### src/rtl/run_context_bank.sv
// ---------------------------------------------------------------------------
// run_context_bank
//
// Context store and updater for JPEG-LS run-interruption coding. Holds
// NUM_CTX contexts of {A, Nn, N}, serves registered reads, and applies the
// per-sample update (accumulate, halve at RESET_THR, increment N). A clr
// pulse sweeps every context back to its initial value, one entry per cycle.
//
// Ports:
//   i_clk        clock, rising edge
//   i_reset      asynchronous reset, active low
//   i_clr        one-cycle pulse starting a re-initialisation sweep
//   o_busy       high while the sweep runs (reads/updates are ignored)
//   i_rd_en      read request
//   i_rd_idx     context to read
//   o_rd_valid   read data valid, one cycle after an accepted request
//   o_a_out      A of the read context
//   o_nn_out     Nn of the read context
//   o_n_out      N of the read context
//   i_upd_en     update request
//   i_upd_idx    context to update
//   i_upd_inc    A increment from the error mapper
//   i_upd_neg    1 when the error was negative
// ---------------------------------------------------------------------------
module run_context_bank #(
    parameter int NUM_CTX   = 2,
    parameter int IDX_W     = 1,
    parameter int A_W       = 13,
    parameter int N_W       = 7,
    parameter int RESET_THR = 64,
    parameter int A_INIT    = 4,
    parameter int N_INIT    = 1
) (
    input  logic             i_clk,
    input  logic             i_reset,
    input  logic             i_clr,
    output logic             o_busy,
    input  logic             i_rd_en,
    input  logic [IDX_W-1:0] i_rd_idx,
    output logic             o_rd_valid,
    output logic [A_W-1:0]   o_a_out,
    output logic [N_W-1:0]   o_nn_out,
    output logic [N_W-1:0]   o_n_out,
    input  logic             i_upd_en,
    input  logic [IDX_W-1:0] i_upd_idx,
    input  logic [A_W-1:0]   i_upd_inc,
    input  logic             i_upd_neg
);

    typedef enum logic {ST_IDLE, ST_SWEEP} state_t;

    localparam logic [IDX_W-1:0] K_LAST = IDX_W'(NUM_CTX - 1);

    state_t           r_state, w_state_next;
    logic [IDX_W-1:0] r_k, w_k_next;

    logic [A_W-1:0] r_a  [NUM_CTX];
    logic [N_W-1:0] r_nn [NUM_CTX];
    logic [N_W-1:0] r_n  [NUM_CTX];

    logic           r_rd_valid;
    logic [A_W-1:0] r_a_out;
    logic [N_W-1:0] r_nn_out, r_n_out;

    logic           w_busy, w_idle_go, w_rd_go, w_upd_hit, w_upd_go, w_halve;
    logic [A_W-1:0] w_cur_a, w_new_a, w_rd_a;
    logic [N_W-1:0] w_cur_nn, w_cur_n, w_new_nn, w_new_n, w_rd_nn, w_rd_n;
    logic [A_W:0]   w_sum_a, w_scaled_a;
    logic [N_W:0]   w_sum_nn, w_scaled_nn;

    // ------------------------------------------------------------------
    // Clear FSM: state register plus next-state logic
    // ------------------------------------------------------------------
    // NOTE: state flops use non-blocking assignments so every flop samples
    // the pre-edge values regardless of process ordering.
    always_ff @(posedge i_clk or negedge i_reset) begin
        if (!i_reset) begin
            r_state <= ST_IDLE;
            r_k     <= '0;
        end else begin
            r_state <= w_state_next;
            r_k     <= w_k_next;
        end
    end

    // NOTE: defaults first so no path through the case leaves a variable
    // unassigned, which would otherwise infer a latch.
    always_comb begin
        w_state_next = r_state;
        w_k_next     = r_k;
        case (r_state)
            ST_IDLE: begin
                if (i_clr) begin
                    w_state_next = ST_SWEEP;
                    w_k_next     = '0;
                end
            end
            ST_SWEEP: begin
                if (i_clr) begin
                    w_k_next = '0;              // restart the sweep
                end else if (r_k == K_LAST) begin
                    w_state_next = ST_IDLE;
                    w_k_next     = '0;
                end else begin
                    w_k_next = r_k + 1'b1;
                end
            end
            default: begin
                w_state_next = ST_IDLE;
                w_k_next     = '0;
            end
        endcase
    end

    assign w_busy    = (r_state == ST_SWEEP);
    // clr wins over a read/update presented in the same IDLE cycle
    assign w_idle_go = !w_busy && !i_clr;
    assign w_rd_go   = i_rd_en && w_idle_go;
    assign w_upd_go  = i_upd_en && w_idle_go && w_upd_hit;

    // ------------------------------------------------------------------
    // Update datapath
    // ------------------------------------------------------------------
    always_comb begin
        w_upd_hit = 1'b0;
        w_cur_a   = '0;
        w_cur_nn  = '0;
        w_cur_n   = '0;
        for (int i = 0; i < NUM_CTX; i++) begin
            if (i_upd_idx == IDX_W'(i)) begin
                w_upd_hit = 1'b1;
                w_cur_a   = r_a[i];
                w_cur_nn  = r_nn[i];
                w_cur_n   = r_n[i];
            end
        end
    end

    assign w_sum_a     = {1'b0, w_cur_a} + {1'b0, i_upd_inc};
    assign w_sum_nn    = {1'b0, w_cur_nn} + {{N_W{1'b0}}, i_upd_neg};
    assign w_halve     = (w_cur_n == N_W'(RESET_THR));
    assign w_scaled_a  = w_halve ? (w_sum_a >> 1) : w_sum_a;
    assign w_scaled_nn = w_halve ? (w_sum_nn >> 1) : w_sum_nn;
    assign w_new_n     = w_halve ? ((w_cur_n >> 1) + 1'b1) : (w_cur_n + 1'b1);
    // Carry out of A means overflow; clamp to all ones instead of wrapping.
    assign w_new_a     = w_scaled_a[A_W] ? '1 : w_scaled_a[A_W-1:0];
    // Nn is a count of negative errors and can never exceed the sample count.
    assign w_new_nn    = (w_scaled_nn > {1'b0, w_new_n}) ? w_new_n
                                                          : w_scaled_nn[N_W-1:0];

    // ------------------------------------------------------------------
    // Read mux with same-cycle forwarding of the update result
    // ------------------------------------------------------------------
    always_comb begin
        w_rd_a  = '0;
        w_rd_nn = '0;
        w_rd_n  = '0;
        for (int i = 0; i < NUM_CTX; i++) begin
            if (i_rd_idx == IDX_W'(i)) begin
                if (w_upd_go && (i_upd_idx == i_rd_idx)) begin
                    w_rd_a  = w_new_a;
                    w_rd_nn = w_new_nn;
                    w_rd_n  = w_new_n;
                end else begin
                    w_rd_a  = r_a[i];
                    w_rd_nn = r_nn[i];
                    w_rd_n  = r_n[i];
                end
            end
        end
    end

    // ------------------------------------------------------------------
    // Context storage
    // ------------------------------------------------------------------
    // NOTE: the contexts are plain flops with defined reset values, so the
    // whole array is reset; a RAM-style array would be left unreset.
    always_ff @(posedge i_clk or negedge i_reset) begin
        if (!i_reset) begin
            for (int i = 0; i < NUM_CTX; i++) begin
                r_a[i]  <= A_W'(A_INIT);
                r_nn[i] <= '0;
                r_n[i]  <= N_W'(N_INIT);
            end
        end else begin
            for (int i = 0; i < NUM_CTX; i++) begin
                if (w_busy && (r_k == IDX_W'(i))) begin
                    r_a[i]  <= A_W'(A_INIT);
                    r_nn[i] <= '0;
                    r_n[i]  <= N_W'(N_INIT);
                end else if (w_upd_go && (i_upd_idx == IDX_W'(i))) begin
                    r_a[i]  <= w_new_a;
                    r_nn[i] <= w_new_nn;
                    r_n[i]  <= w_new_n;
                end
            end
        end
    end

    // ------------------------------------------------------------------
    // Registered read port; data holds when no read is accepted
    // ------------------------------------------------------------------
    always_ff @(posedge i_clk or negedge i_reset) begin
        if (!i_reset) begin
            r_rd_valid <= 1'b0;
            r_a_out    <= A_W'(A_INIT);
            r_nn_out   <= '0;
            r_n_out    <= N_W'(N_INIT);
        end else begin
            r_rd_valid <= w_rd_go;
            if (w_rd_go) begin
                r_a_out  <= w_rd_a;
                r_nn_out <= w_rd_nn;
                r_n_out  <= w_rd_n;
            end
        end
    end

    assign o_busy     = w_busy;
    assign o_rd_valid = r_rd_valid;
    assign o_a_out    = r_a_out;
    assign o_nn_out   = r_nn_out;
    assign o_n_out    = r_n_out;

endmodule

### config.mk
export PLATFORM = sky130hd
export DESIGN_NAME = run_context_bank
export DESIGN_NICKNAME = d
export VERILOG_FILES = /design/src/rtl/run_context_bank.sv
export SDC_FILE = /design/constraint.sdc
export NUM_CORES = 1
export LEC_CHECK = 0
export BUFFER_PORTS_ARGS = -buffer_cell sky130_fd_sc_hd__buf_2
export CAP_MARGIN = 10
export CORE_MARGIN = 2
export CORE_UTILIZATION = 42
export DETAILED_ROUTE_END_ITERATION = 10
export SKIP_LAST_GASP = 1
export SLEW_MARGIN = 5
export SYNTH_ARGS = -nofsm -noshare
export SYNTH_HDL_FRONTEND = slang
export SYNTH_SLANG_ARGS = --single-unit
### constraint.sdc
create_clock -name i_clk -period 4.23 [get_ports i_clk]
set_input_delay 0.423 -clock i_clk [delete_from_list [all_inputs] [get_ports i_clk]]
set_output_delay 0.423 -clock i_clk [all_outputs]
set_load 0.02 [all_outputs]
==> reports/qor.txt <==
Post-Syn Instances - 591
GRT overflow - 0
# hold bufs at CTS - 0
GP Congestion - 0.8716
syn nets - 637
first-pass GRT wire length - 24.65 mm
CP Class - reg -> reg
GR Util All Layers - 0.2251
Worst path max stage delay - 0.56 ns
vias in the first global route - 4,524
die height - 117.4 um
cell family with most CP delay - simple AND/OR/NAND/NOR gates
Hold Path Class - in -> async
Setup Skew - 0.005365 ns
worst vdd ir - 0.1908 mV
Buffers on Ports - 49
Seq/Total Area, Yosys - 0.3908
fillcell total - 1,220
critical path launch point type - register
via count - 4,646
Yosys Warn Count - 0
most frequent cells in the layout - nand2_1 (82), dfrtp_1 (78), o21ai_0 (67)
pins over their slew limit - 0
leak pwr - 0.002937 uW
crit path max fanout - 15
largest net degree at the start of global routing - 44
setup TNS - 0 ns
Cell Area, Synth - 5398 um2
Post-synth EDFFs - 0
Routed WL per cell - 18.76 um
Ports - 50
cts bufs inserted - 9
min Tclk post-route - 3.902 ns
post-CTS setup buffers - 0
syn avg cell area - 9.133 um2
RSZ-0062 raised after global routing - no
H-tree depth - 3
Unique masters post-synth - 66
Clock Path Buffers - 2
Starting Density - 0.4295
status - finished, final reports clean
fin cells - 807
Area growth syn-to-layout - 12.98%
initial DRC count - 373
area of the die - 13,770 um2
multi-input combinational cell area - 3075 um2
core area - 12,570 um2
placed cell count - 791
antenna-violating nets left - 0
Buf/Inv on CP - 1
Slew @ Worst Pin - 1.125 ns
std cell rows - 41
Antenna Diode Count - 0
Power, Total - 2194 uW
CP max stage cell - dfstp_2
CP cell instances - nand2_1 -> and2_1 -> ha_1 -> nand4bb_1 -> nor4_1 -> buf_4 -> or2_1 -> nor2_1 -> ha_1 -> o21a_1 -> o22ai_1 -> a31o_2 -> nand2_1 -> a211oi_1 -> a22o_1
Die X - 117.4 um
CTS tree - yes
Synth area leaders - dfrtp_1 (36%), o21ai_0 (6.2%), nand2_1 (5.8%)
Max Fclk - 0.2563 GHz
share of the synthesized area in the top cell type - 0.3616
ratio of cells with drive above 1 in the final layout - 0.1827
max_slew headroom - 0.2474
WP data required - 4.51 ns
endpoints failing setup - 0
vias per cell - 5.757
pwr/cell area - 359.8 nW/um2
FF/Latch Area - 2110 um2
iteration count of the initial detailed-routing pass - 5
Critical Path Source - r_n[0]
Worst R2R Start - r_n[0]
initial antenna violation count - 0
DRT Wirelength - 15.14 mm
post-synthesis register bit count - 84
count of nets after finishing - 676
Max-Cap Viols - 0
most common cell after layout, fill and taps aside - nand2_1
CP Capture Type - register
Async SR Flop Fraction - 1.000
Final Cycle Share - 0.9225
Final Hold Viols - 0
clock sink count - 84
CTS root buffer - clkbuf_16
final core occ - 0.4852
Worst-Skew Late Latency - 0.34 ns
CP arrival - 4.18 ns
post-synth top area cell - dfrtp_1
ys flop type - dfrtp_1
clock-pin slew on the worst setup and hold paths - 0.06 ns
Detail Placement HPWL - 10.70 mm
# resized after CTS - 0
drt drc - 0
## worst register-to-register path, cell delays in order (launching register included)
cell and delay (ns):
dfstp_2 0.56, nand2_1 0.05, and2_1 0.18, ha_1 0.21
nand4bb_1 0.10, nor4_1 0.05, buf_4 0.15, or2_1 0.38
nor2_1 0.39, ha_1 0.31, o21a_1 0.17, o22ai_1 0.11
a31o_2 0.24, nand2_1 0.14, a211oi_1 0.54, a22o_1 0.23
## Yosys cell counts, types with 5 or more instances
cell type  count
a21oi_1       44
clkbuf_1      19
nand2_1       83
a21o_1        10
o21a_1         5
nand2b_1       5
mux2_2        19
nor2_1        19
o21ai_0       67
nand3_1       13
dfstp_2        6
xnor2_1       13
ha_1          24
xor2_1         7
inv_1         12
nor3_1        13
a211oi_1       5
mux2i_1       31
nand4_1        5
a22oi_1        7
buf_2         10
dfrtp_1       78
nor2b_1        9
a22o_1        18
## through the flow
stage	instance area, um2	hold WS, ns	setup WS [ns]
after floorplan	5398	0.1274	0.2274
after global placement	5809	0.4449	0.2312
after detailed placement	5809	0.4517	0.1689
after CTS	6098	0.08723	0.3937
after global routing	6098	0.1025	0.002682
final	6098	0.06447	0.3279
## sequential cells by signal (all words and copies together), names as in the netlist
| signal | count |
|---|---|
| r_nn | 14 |
| o_busy | 1 |
| o_n_out | 7 |
| o_rd_valid | 1 |
| r_a | 26 |
| r_k | 1 |
| o_nn_out | 7 |
| r_n | 14 |
| o_a_out | 13 |
## area by class of cell
cell class | instances | share of cell area
timing repair buffer | 64 | 0.05909
multi-input combinational | 458 | 0.5043
inverter | 13 | 0.008002
clock inverter | 2 | 0.005745
clock buffer | 14 | 0.04165
sequential | 84 | 0.3459
tap | 172 | 0.03529
## power breakdown
group / switching (uW) / leakage [uW] / internal [uW]
Combinational: 321 / 0.00166 / 180
Sequential: 40.0 / 0.00114 / 867
Clock: 312 / 0.000141 / 474
Total: 673 / 0.00294 / 1520
## kinds of logic (layout without fill, tap and decap cells)
family / Yosys count / after routing / synth area share
compound gates: 192 / 192 / 0.2265
simple gates: 170 / 170 / 0.1507
flops: 84 / 84 / 0.3908
mux: 51 / 51 / 0.09968
buf+inv: 49 / 93 / 0.04056
fa+ha+maj: 25 / 25 / 0.05934
xor+xnor: 20 / 20 / 0.03245
## path summary, 6_finish.rpt
kind / endpoint / slack, ns / cells past startpoint
worst max-delay path: r_nn[12] / 0.33 / 15
worst max register to register: r_nn[12] / 0.33 / 15
min in group i_clk: r_k / 0.26 / 2
worst min register to register: o_n_out[6] / 0.47 / 1
max in group asynchronous: r_a[2] / 3.21 / 2
worst min-delay path: r_n[8] / 0.06 / 1
## routing by layer
layer | global-route usage | vias up | wire, um
li1 | - | 2224 | -
met1 | 0.3092 | 2276 | 6889
met2 | 0.3633 | 127 | 7236
met3 | 0.03648 | 19 | 742
met4 | 0.07380 | 0 | 274
met5 | 0 | - | 0
(Power assumes the default switching activity.)
